--- src/rtl/adler32_accum_pkg.sv ---
// Shared types and constants for the Adler-32 accumulator and its modular adders.
package adler_pkg;

  localparam logic [15:0] ADLER_MOD_DEFAULT = 16'd65521;
  localparam int unsigned SUM_W             = 16;
  localparam int unsigned SLICE_W           = 4;
  localparam int unsigned N_SLICE           = SUM_W / SLICE_W;

  typedef enum logic [1:0] {
    IDLE  = 2'd0,
    ACCUM = 2'd1,
    DONE  = 2'd2
  } state_e;

  // Both speculative results of one carry-select slice (carry-in 0 and 1)
  typedef struct packed {
    logic [SLICE_W:0] sum0;
    logic [SLICE_W:0] sum1;
  } slice_t;

  function automatic slice_t cs_slice(input logic [SLICE_W-1:0] a,
                                      input logic [SLICE_W-1:0] b);
    slice_t r;
    r.sum0 = {1'b0, a} + {1'b0, b};
    r.sum1 = {1'b0, a} + {1'b0, b} + (SLICE_W+1)'(1);
    return r;
  endfunction

endpackage

--- src/rtl/adler32_accum_if.sv ---
// Byte-in / checksum-out handshake bundle for the Adler-32 accumulator.
interface adler32_accum_if;
  import adler_pkg::*;

  logic                 in_valid;
  logic                 in_ready;
  logic [7:0]           in_data;
  logic                 in_last;
  logic                 out_valid;
  logic                 out_ready;
  logic [2*SUM_W-1:0]   out_adler;

  modport master (
    output in_valid, in_data, in_last, out_ready,
    input  in_ready, out_valid, out_adler
  );

  modport slave (
    input  in_valid, in_data, in_last, out_ready,
    output in_ready, out_valid, out_adler
  );

endinterface

--- src/rtl/adler32_accum_mod_add16.sv ---
// (a + b) mod MOD for a, b < MOD: carry-select 17-bit add, parallel modulus subtract, select.
module mod_add16
  import adler_pkg::*;
#(
  parameter logic [SUM_W-1:0] MOD = ADLER_MOD_DEFAULT
) (
  input  logic [SUM_W-1:0] i_a,
  input  logic [SUM_W-1:0] i_b,
  output logic [SUM_W-1:0] o_sum_c
);

  logic [SUM_W:0]   w_sum;
  logic [SUM_W-1:0] w_diff;
  logic             w_ge;
  logic             w_carry;
  slice_t           w_sl;

  // Ripple the select signal across 4-bit slices that precompute both carry cases
  always_comb begin
    w_sum   = '0;
    w_carry = 1'b0;
    w_sl    = '0;
    for (int unsigned i = 0; i < N_SLICE; i++) begin
      w_sl = cs_slice(i_a[i*SLICE_W +: SLICE_W], i_b[i*SLICE_W +: SLICE_W]);
      w_sum[i*SLICE_W +: SLICE_W] = w_carry ? w_sl.sum1[SLICE_W-1:0] : w_sl.sum0[SLICE_W-1:0];
      w_carry = w_carry ? w_sl.sum1[SLICE_W] : w_sl.sum0[SLICE_W];
    end
    w_sum[SUM_W] = w_carry;
  end

  // Difference fits in 16 bits whenever it is selected, so modular 16-bit subtract suffices
  assign w_diff  = w_sum[SUM_W-1:0] - MOD;
  assign w_ge    = (w_sum >= {1'b0, MOD});
  assign o_sum_c = w_ge ? w_diff : w_sum[SUM_W-1:0];

endmodule

--- src/rtl/adler32_accum.sv ---
// Running Adler-32 over a byte stream; presents {s2, s1} once per frame.
module adler32_accum
  import adler_pkg::*;
#(
  parameter int unsigned ADLER_MOD = 32'(ADLER_MOD_DEFAULT),
  parameter int unsigned INIT_S1   = 1
) (
  input  logic             clk,
  input  logic             rst,
  adler32_accum_if.slave   bus
);

  state_e             r_state;
  state_e             w_state_nxt;
  logic [SUM_W-1:0]   r_s1;
  logic [SUM_W-1:0]   r_s2;
  logic [SUM_W-1:0]   w_s1n;
  logic [SUM_W-1:0]   w_s2n;
  logic               r_in_ready;
  logic               r_out_valid;
  logic [2*SUM_W-1:0] r_out_adler;
  logic               w_accept;
  logic               w_release;

  assign w_accept  = bus.in_valid & r_in_ready;
  assign w_release = r_out_valid & bus.out_ready;

  mod_add16 #(.MOD(SUM_W'(ADLER_MOD))) u_add_s1 (
    .i_a     (r_s1),
    .i_b     ({8'd0, bus.in_data}),
    .o_sum_c (w_s1n)
  );

  // s2 accumulates the freshly updated s1
  mod_add16 #(.MOD(SUM_W'(ADLER_MOD))) u_add_s2 (
    .i_a     (r_s2),
    .i_b     (w_s1n),
    .o_sum_c (w_s2n)
  );

  always_ff @(posedge clk or posedge rst) begin
    if (rst) r_state <= IDLE;
    else     r_state <= w_state_nxt;
  end

  always_comb begin
    w_state_nxt = r_state;
    unique case (r_state)
      IDLE, ACCUM: if (w_accept)  w_state_nxt = bus.in_last ? DONE : ACCUM;
      DONE:        if (w_release) w_state_nxt = IDLE;
      default:                    w_state_nxt = IDLE;
    endcase
  end

  // Handshake flags are registered from the next state so neither depends on the peer's signal
  always_ff @(posedge clk or posedge rst) begin
    if (rst) begin
      r_s1        <= SUM_W'(INIT_S1);
      r_s2        <= '0;
      r_in_ready  <= 1'b0;
      r_out_valid <= 1'b0;
      r_out_adler <= '0;
    end else begin
      r_in_ready  <= (w_state_nxt != DONE);
      r_out_valid <= (w_state_nxt == DONE);
      if (w_accept) begin
        r_s1 <= w_s1n;
        r_s2 <= w_s2n;
        if (bus.in_last) r_out_adler <= {w_s2n, w_s1n};
      end else if (w_release) begin
        r_s1 <= SUM_W'(INIT_S1);
        r_s2 <= '0;
      end
    end
  end

  assign bus.in_ready  = r_in_ready;
  assign bus.out_valid = r_out_valid;
  assign bus.out_adler = r_out_adler;

endmodule

--- src/flat_wrapper.sv ---
// flat-port wrapper written by rule: the top's interface ports become plain ports
module adler32_accum_flat import adler_pkg::*;
#(
  parameter int unsigned ADLER_MOD = 32'(ADLER_MOD_DEFAULT),
  parameter int unsigned INIT_S1   = 1
)
  (clk, rst, bus_in_valid, bus_in_data, bus_in_last, bus_out_ready, bus_in_ready, bus_out_valid, bus_out_adler);
  adler32_accum_if bus_i ();
  input  logic clk;
  input  logic rst;
  input wire logic [$bits(bus_i.in_valid)-1:0] bus_in_valid;
  input wire logic [$bits(bus_i.in_data)-1:0] bus_in_data;
  input wire logic [$bits(bus_i.in_last)-1:0] bus_in_last;
  input wire logic [$bits(bus_i.out_ready)-1:0] bus_out_ready;
  output wire logic [$bits(bus_i.in_ready)-1:0] bus_in_ready;
  output wire logic [$bits(bus_i.out_valid)-1:0] bus_out_valid;
  output wire logic [$bits(bus_i.out_adler)-1:0] bus_out_adler;
  assign bus_i.in_valid = bus_in_valid;
  assign bus_i.in_data = bus_in_data;
  assign bus_i.in_last = bus_in_last;
  assign bus_i.out_ready = bus_out_ready;
  assign bus_in_ready = bus_i.in_ready;
  assign bus_out_valid = bus_i.out_valid;
  assign bus_out_adler = bus_i.out_adler;
  adler32_accum #(.ADLER_MOD(ADLER_MOD), .INIT_S1(INIT_S1)) u_core (.clk(clk), .rst(rst), .bus(bus_i));
endmodule
--- config.mk ---
export PLATFORM = sky130hd
export DESIGN_NAME = adler32_accum_flat
export DESIGN_NICKNAME = d
export VERILOG_FILES = /design/src/rtl/adler32_accum_pkg.sv /design/src/rtl/adler32_accum_if.sv /design/src/rtl/adler32_accum_mod_add16.sv /design/src/rtl/adler32_accum.sv /design/src/flat_wrapper.sv
export SDC_FILE = /design/constraint.sdc
export NUM_CORES = 1
export LEC_CHECK = 0
export CORE_ASPECT_RATIO = 1.75
export CORE_MARGIN = 2
export CORE_UTILIZATION = 61
export DETAILED_ROUTE_END_ITERATION = 6
export GPL_ROUTABILITY_DRIVEN = 0
export GPL_TIMING_DRIVEN = 0
export PLACE_DENSITY = 0.92
export SETUP_SLACK_MARGIN = 0.02
export SLEW_MARGIN = 15
export SYNTH_ARGS = -nofsm -noshare
export SYNTH_HDL_FRONTEND = slang
export SYNTH_HIERARCHICAL = 1
export SYNTH_SLANG_ARGS = --single-unit
export TNS_END_PERCENT = 100
--- constraint.sdc ---
create_clock -name clk -period 14.6 [get_ports clk]
set_input_delay 1.46 -clock clk [delete_from_list [all_inputs] [get_ports clk]]
set_output_delay 1.46 -clock clk [all_outputs]
set_load 0.01 [all_outputs]
==> impl_metrics.env, run 1 <==
export IMPL_drc=0
export IMPL_std_cell_rows=45
export IMPL_rsz0062_at_grt="no"
export IMPL_required_ns=14.83
export IMPL_reg2reg_from="u_core/r_s1[0]"
export IMPL_die_h_microns=129
export IMPL_overflow=0
export IMPL_cts_buffers=9
export IMPL_cts_setup_buffers=0
export IMPL_maxCapViolCount=0
export IMPL_core_sq_um=8730
export IMPL_drive_above_1_share=0.163
export IMPL_slew_headroom=0.586
export IMPL_wl_microns=13900
export IMPL_die_area_sq_um=9790
export IMPL_vias_per_cell=6.31
export IMPL_grt_max_degree=48
export IMPL_fin_setup_tns_ns=0
export IMPL_ant_nets=0
export IMPL_drtIter0Drc=296
export IMPL_cts_resized=0
export IMPL_htreeDepth=3
export IMPL_hp_class="register to register"
export IMPL_synthFlopType="dfrtp_1"
export IMPL_initial_core_util=0.628
export IMPL_tightest_slew_ns=0.603
export IMPL_final_setup_viol_count=0
export IMPL_antennaDiodeCount=0
export IMPL_drt_pass1_iter_count=4
export IMPL_slowest_stage="fa_1"
export IMPL_yosysUniqueCellTypes=73
export IMPL_hold_viol=0
export IMPL_die_w_microns=75.7
export IMPL_first_global_vias=4820
export IMPL_status="finished clean"
export IMPL_wl_per_cell_microns=19.6
export IMPL_syn_to_final_growth_pct=18.4
export IMPL_syn_area_per_cell_sq_um=10.6
export IMPL_skew_ns=0.00928
export IMPL_grt_pass1_wl_microns=22300
export IMPL_path_class="input pin to register"
export IMPL_cts_hold_buffers=0
export IMPL_path_depth=26
export IMPL_yosysWarnings=6
export IMPL_clk_path_buf_depth=2
export IMPL_slew_viol_final=0
export IMPL_start_kind="input pin"
export IMPL_synth_enable_flop_cells=0
export IMPL_final_core_util=0.744
export IMPL_period_minus_slack_ns=9.15
export IMPL_cts_tree="yes"
export IMPL_hold_depth=2
export IMPL_grt_use_total=0.303
export IMPL_startpoint="bus_in_data[4]"
export IMPL_worstPathArrival_ns=9.38
export IMPL_worst_r2r_path_depth=26
export IMPL_ioPinCount=47
export IMPL_antenna_found_initial=0
export IMPL_final_cells=707
export IMPL_syn_area_sq_um=5480
export IMPL_synth_seq_cells=68
export IMPL_clk_latency_ns=0.34
export IMPL_path_buf_inv=2
export IMPL_cp_top_family="adder cells"
export IMPL_dp_hpwl_microns=10000
export IMPL_synth_cells=518
export IMPL_clk_transition_reported_paths_ns=0.06
export IMPL_vias=4464
export IMPL_clock_root_buffer="clkbuf_16"
export IMPL_max_stage_delay_ns=0.56
export IMPL_dp_cells=691
export IMPL_end_kind="register"
export IMPL_cts_sinks=68
export IMPL_holdWs_ns=0.497
export IMPL_cpMostUsedCell="ha_1"
export IMPL_critPathMaxFanout=10
export IMPL_fillers=564
export IMPL_period_share=0.627
export IMPL_fin_nets=648
export IMPL_max_freq_mhz=109
export IMPL_holdCritStartpoint="u_core/r_s1[0]"
export IMPL_place_port_buffers=46
export IMPL_ys_async_sr_fraction=1.00
export IMPL_ys_seq_area_frac=0.311
layout by cell type, fill, tap and decap left out, drive strengths merged, types with 17 or more instances in the layout:
cell            n
inv            17
nand2          30
nor2           20
mux2i          20
nand3          23
a22o           31
a21oi          23
xnor2          42
mux2           36
dfrtp          67
xor2           31
ha             42
clkdlybuf4s50  46
cell families (layout without fill, tap and decap cells):
family,Yosys count,count (layout),share of synthesized area
other cells,1,10,0.000684
xor+xnor,73,73,0.124
flops,68,68,0.311
compound gates,101,101,0.147
mux,56,56,0.123
fa+ha+maj,50,50,0.125
simple gates,135,135,0.136
buf+inv,34,97,0.0333
cell usage after synthesis (3+ instances only):
cell / count / area [sq um]
and2_1: 6 / 37.5
or3_1: 3 / 18.8
a21o_1: 9 / 67.6
and3_1: 7 / 43.8
a21oi_1: 22 / 110
xor2_2: 3 / 48.8
mux2i_1: 17 / 170
nand3_1: 22 / 110
nor2b_1: 4 / 25.0
inv_1: 17 / 63.8
xor2_1: 28 / 245
xnor2_1: 41 / 359
or2_2: 3 / 18.8
nor4_1: 3 / 18.8
fa_1: 8 / 160
clkbuf_1: 3 / 11.3
o211ai_1: 4 / 30.0
nor3_1: 7 / 35.0
a22o_1: 31 / 272
mux2i_2: 3 / 41.3
buf_2: 8 / 40.0
nand4_1: 7 / 43.8
buf_6: 4 / 45.0
o21a_1: 3 / 22.5
dfrtp_1: 67 / 1680
ha_1: 42 / 526
nand2_1: 29 / 109
o21ai_0: 8 / 40.0
mux2_2: 19 / 214
nor2_1: 20 / 75.1
mux2_4: 16 / 240
nand4b_1: 3 / 26.3
per-stage QoR:
step	setup WS (ns)	cell area, sq um
detailed placement	5.32	6150
floorplan	6.70	5520
CTS	5.62	6490
finish	5.45	6490
global placement	5.43	6120
global route	5.03	6490
layer usage:
metal  vias up  GRT usage  share of wire
met4         0      0.208          0.062
met5         -          0              0
met3        70     0.0599          0.049
met1      2183      0.316           0.36
li1       2015          -              -
met2       196      0.525           0.53
worst paths after layout:
check / endpoint / slack [ns]
min: u_core/r_s1[0] / 0.50
min reg2reg: u_core/r_s1[0] / 0.50
max reg2reg: u_core/bus.out_adler[21] / 6.53
min in group asynchronous: u_core/bus.out_adler[28] / 1.44
max: u_core/bus.out_adler[21] / 5.45
max in group asynchronous: u_core/r_s1[0] / 12.58
flip-flops by register name (all words and copies together), names as in the netlist:
register / count
u_core/r_state: 2
u_core/r_s1: 16
u_core/bus.out_valid: 1
u_core/bus.out_adler: 32
u_core/r_s2: 16
u_core/bus.in_ready: 1
layout make-up:
type                       count  area [sq um]  area share
buffer                        17           119      0.0183
inverter                      17          66.3      0.0102
sequential                    68          1700       0.262
clock inverter                 4          70.1      0.0108
timing repair buffer          47           488      0.0752
tap                          117           146      0.0226
multi-input combinational    425          3630       0.559
clock buffer                  12           267      0.0411
worst min-delay path, cell delays in order (launching register included):
cell and delay [ns]:
dfstp_2 0.37, inv_1 0.05, a22oi_1 0.06
Power of run 1 is not shown: default switching activity piles up to over one toggle a cycle in this logic, so the estimate is an artifact.
==> run 2: changes to the inputs <==
Settings changed: CORE_UTILIZATION 61 to 59, PLACE_DENSITY 0.92 to 0.9.
Clock period 14.6 ns to 8.45 ns, I/O delays scaled along.
==> run 2 against run 1 <==
- die area grew 3.2%
- worst setup slack worse by 5.4 ns
- core utilization decreased by 1.3 points
- critical path type unchanged
- global-route usage decreased by 2.2 points
- critical path depth rose by 3
- sequential cell count is the same
- design area increased by 1.7%
- register-to-register slack worse by 6.0 ns
- hold slack lost 0.018 ns
- via count increased by 1.5%
- critical endpoint is now u_core/bus.out_adler[25]
==> impl_metrics.env, run 2 (synthesis results as in run 1) <==
export IMPL_clk_latency_ns=0.34
export IMPL_period_minus_slack_ns=8.40
export IMPL_max_freq_mhz=119
export IMPL_reg2reg_from="u_core/r_s1[4]"
export IMPL_status="finished clean"
export IMPL_cts_tree="yes"
export IMPL_final_area_sq_um=6600
export IMPL_period_share=0.994
export IMPL_overflow=0
export IMPL_place_port_buffers=46
export IMPL_drtIter0Drc=388
export IMPL_end_kind="register"
export IMPL_clk_path_buf_depth=2
export IMPL_path_class="input pin to register"
export IMPL_drive_above_1_share=0.185
export IMPL_max_stage_delay_ns=0.63
export IMPL_clock_root_buffer="clkbuf_16"
export IMPL_vias_per_cell=6.30
export IMPL_vias=4533
export IMPL_grt_pass1_wl_microns=22500
export IMPL_first_global_vias=4614
export IMPL_drt_pass1_iter_count=5
export IMPL_grt_use_total=0.281
export IMPL_wl_microns=14400
export IMPL_die_w_microns=76.9
export IMPL_hp_class="register to register"
export IMPL_fin_nets=657
export IMPL_mostFrequentLayoutCells="67 x dfrtp_1, 46 x clkdlybuf4s50_1, 41 x xnor2_1, 41 x ha_1, 31 x a22o_1"
export IMPL_die_h_microns=132
export IMPL_antennaDiodeCount=0
export IMPL_ioPinCount=47
export IMPL_r2r_slack_ns=0.56
export IMPL_largest_register_ffs=32
export IMPL_worst_r2r_path_depth=28
export IMPL_slowest_stage="or4_1"
export IMPL_final_common_cell="dfrtp_1"
export IMPL_drc=0
export IMPL_required_ns=8.67
export IMPL_place_ws_ns=-0.337
export IMPL_hold_viol=0
export IMPL_cts_sinks=68
export IMPL_core_sq_um=9040
export IMPL_initial_core_util=0.607
export IMPL_grt_max_degree=37
export IMPL_startpoint="bus_in_data[4]"
export IMPL_critPathMaxFanout=10
export IMPL_cts_buffers=9
export IMPL_holdCritStartpoint="u_core/r_s1[0]"
export IMPL_final_cells=719
export IMPL_slew_headroom=0.397
export IMPL_wl_per_cell_microns=20.1
export IMPL_antenna_found_initial=0
export IMPL_tightest_slew_ns=0.895
export IMPL_clk_transition_reported_paths_ns=0.06
export IMPL_r2r_end="u_core/bus.out_adler[25]"
export IMPL_maxCapViolCount=0
export IMPL_start_kind="input pin"
export IMPL_ant_nets=0
export IMPL_slew_viol_final=0
export IMPL_worstPathArrival_ns=8.62
export IMPL_final_setup_viol_count=0
export IMPL_dp_cells=694
export IMPL_setup_ws_ns=0.0500
export IMPL_htreeDepth=3
export IMPL_skew_ns=0.00750
export IMPL_dpl_cell_area_sq_um=6150
export IMPL_syn_to_final_growth_pct=20.4
export IMPL_die_area_sq_um=10100
export IMPL_crit_path_end="u_core/bus.out_adler[25]"
export IMPL_dp_hpwl_microns=10600
export IMPL_std_cell_rows=46
[run 2: cell count changes in the layout (fill, tap and decap cells not counted), moves of 2 or more]
cell and change:
buf_4 +8, mux2i_2 -2, mux2i_4 +2, o21ai_0 -2, o21ai_1 +2
[run 2: worst min path at each step]
stage | to | depth (start not counted)
2_1_floorplan | u_core/r_s1[0] | 2
3_3_place_gp | u_core/r_s1[0] | 2
3_5_place_dp | u_core/r_s1[0] | 2
4_1_cts | u_core/r_s1[0] | 2
5_1_grt | u_core/r_s1[0] | 2
6_report | u_core/r_s1[0] | 2
[run 2: stage by stage]
step,hold slack [ns],TNS (ns),util
after detailed placement,0.473,-5.47,0.681
after CTS,0.482,0,0.715
after floorplan,0.452,0,-
after global routing,0.490,-0.368,0.730
final,0.479,0,0.730
after global placement,0.462,-0.0913,0.678
[run 2: cell type report]
type,instances,area [sq um]
buffer,17,123
fill,588,2440
inverter,17,66.3
clock inverter,4,47.5
multi-input combinational,425,3700
clock buffer,12,256
timing repair buffer,56,548
sequential,68,1700
tap,120,150
[run 2: what timing repair did]
action                                  CTS  global route
hold buffers                              0             0
endpoints found under the setup margin    8            30
pin swaps                                 0             4
gates cloned                              0             0
buffers inserted                          0             9
resized for setup                         2            13
[run 2: routing by layer]
layer  up-vias  GRT usage  wire length (microns)
met5         -          0                      0
met4         0      0.176                    744
met3        66     0.0391                    687
met2       194      0.514                   7900
met1      2243      0.295                   5090
li1       2030          -                      -
[run 2: worst max-delay path: cells and delay by family]
kind,cells,cell delay [ns]
AOI/OAI and AO/OA,5,1.38
xor gates and xnor gates,3,0.87
adders and majority gates,5,1.74
buffers and inverters,6,1.09
muxes,4,1.11
and+or+nand+nor,6,1.56
Power of run 2 is left out for the same reason.
==> run 3: changes to the inputs <==
Settings changed: REMOVE_ABC_BUFFERS set to 1.
==> run 3 against run 2 <==
- sequential cell count stayed put
- via count grew 4.4%
- sequential share of layout area hardly changed
- die area stayed put
- critical path type unchanged
==> impl_metrics.env, run 3 (synthesis results as in run 1) <==
export IMPL_hold_end="u_core/bus.out_adler[0]"
export IMPL_busiest_layer="met2"
export IMPL_wl_microns=15400
export IMPL_htreeDepth=3
export IMPL_grt_use_total=0.284
export IMPL_overflow=0
export IMPL_cts_hold_buffers=0
export IMPL_setup_ws_ns=0.152
export IMPL_slowest_stage="fa_1"
export IMPL_std_cell_rows=46
export IMPL_status="finished clean"
export IMPL_first_global_vias=4701
export IMPL_cpMostUsedCell="ha_1"
export IMPL_start_kind="input pin"
export IMPL_die_h_microns=132
export IMPL_drive_above_1_share=0.181
export IMPL_syn_to_final_growth_pct=20.2
export IMPL_drtIter0Drc=305
export IMPL_hold_viol=0
export IMPL_grt_util_met3=0.0446
export IMPL_tightest_slew_ns=0.895
export IMPL_hold_depth=1
export IMPL_clock_root_buffer="clkbuf_16"
export IMPL_cts_tree="yes"
export IMPL_grt_pass1_wl_microns=22700
export IMPL_worst_r2r_path_depth=29
export IMPL_skew_ns=0.00460
export IMPL_initial_core_util=0.607
export IMPL_clk_path_buf_depth=2
export IMPL_antennaDiodeCount=0
export IMPL_ioPinCount=47
export IMPL_final_core_util=0.729
export IMPL_period_share=0.982
export IMPL_use_met1=0.304
export IMPL_core_sq_um=9040
export IMPL_use_met2=0.515
export IMPL_max_stage_delay_ns=0.60
export IMPL_r2r_slack_ns=0.64
export IMPL_r2r_end="u_core/bus.out_adler[30]"
export IMPL_grt_max_degree=56
export IMPL_final_common_cell="dfrtp_1"
export IMPL_path_depth=29
export IMPL_cts_buffers=9
export IMPL_worstPathArrival_ns=8.52
export IMPL_drt_pass1_iter_count=5
export IMPL_ant_nets=0
export IMPL_wl_per_cell_microns=21.6
export IMPL_final_setup_viol_count=0
export IMPL_mostFrequentLayoutCells="67 x dfrtp_1, 46 x clkdlybuf4s50_1, 42 x ha_1"
export IMPL_drc=0
export IMPL_die_area_sq_um=10100
export IMPL_clk_transition_reported_paths_ns=0.06
export IMPL_end_kind="register"
export IMPL_slew_viol_final=0
export IMPL_maxCapViolCount=0
export IMPL_max_freq_mhz=121
export IMPL_die_w_microns=76.9
export IMPL_path_class="input pin to register"
export IMPL_vias=4734
export IMPL_path_buf_inv=4
export IMPL_reg2reg_from="u_core/r_s1[0]"
export IMPL_dp_hpwl_microns=9910
export IMPL_vias_per_cell=6.66
export IMPL_critPathMaxFanout=8
export IMPL_antenna_found_initial=0
export IMPL_required_ns=8.67
export IMPL_clk_latency_ns=0.34
export IMPL_largest_register_ffs=32
export IMPL_cp_top_family="adder cells"
export IMPL_slew_headroom=0.404
export IMPL_place_ws_ns=-0.736
export IMPL_place_port_buffers=46
export IMPL_cts_sinks=68
export IMPL_period_minus_slack_ns=8.30
export IMPL_holdCritStartpoint="u_core/bus.out_adler[0]"
export IMPL_hp_class="register to register"
export IMPL_fin_nets=649
[run 3: changes by cell type in the layout (fill, tap and decap cells not counted), sizes merged]
cell / change
buf: -5
clkbuf: -5
bufinv: +1
clkinvlp: +1
[run 3: stage by stage]
step | hold slack [ns] | area [sq um] | TNS [ns] | instances
4_1_cts | 0.492 | 6420 | 0 | 697
3_3_place_gp | 0.464 | 6010 | -13.06 | 676
6_report | 0.499 | 6590 | 0 | 711
5_1_grt | 0.519 | 6590 | -0.393 | 711
3_5_place_dp | 0.480 | 6070 | -15.22 | 679
2_1_floorplan | 0.452 | 5400 | 0 | 510
[run 3: worst reg2reg max path, delay by kind of cell (launching register included)]
family | cells | cell delay [ns]
AO/OA/AOI/OAI | 6 | 1.40
XOR/XNOR | 4 | 1.12
buffers and inverters | 4 | 0.48
adder cells (fa/ha/maj) | 5 | 1.79
flip-flops | 1 | 0.55
multiplexers | 4 | 1.28
AND/OR/NAND/NOR | 6 | 1.08
[run 3: repair_timing]
item | 4_1_cts | 5_1_grt
pin swaps | 1 | 4
endpoints found under the setup margin | 28 | 30
buffers inserted | 2 | 14
resized for setup | 2 | 13
hold endpoints to repair | 0 | 0
[run 3: area by class of cell]
type | instances | area [sq um]
tap | 120 | 150
multi-input combinational | 425 | 3720
clock inverter | 6 | 88.8
inverter | 17 | 66.3
clock buffer | 10 | 229
timing repair buffer | 65 | 634
sequential | 68 | 1700
fill | 584 | 2450
[run 3: worst max path at each step]
stage                   start                       end  slack (ns)
2_1_floorplan  bus_in_data[4]  u_core/bus.out_adler[26]        0.87
4_1_cts        bus_in_data[4]  u_core/bus.out_adler[26]        0.10
6_report       bus_in_data[4]  u_core/bus.out_adler[30]        0.15
3_5_place_dp   bus_in_data[4]  u_core/bus.out_adler[26]       -0.74
5_1_grt        bus_in_data[4]  u_core/bus.out_adler[25]       -0.08
3_3_place_gp   bus_in_data[4]  u_core/bus.out_adler[26]       -0.69
[run 3: routing by layer]
layer | vias to the layer above | routed length [microns]
met1 | 2329 | 5390
met3 | 112 | 915
met4 | 0 | 958
li1 | 2023 | -
met5 | - | 0
met2 | 270 | 8110
Power of run 3 is left out for the same reason.
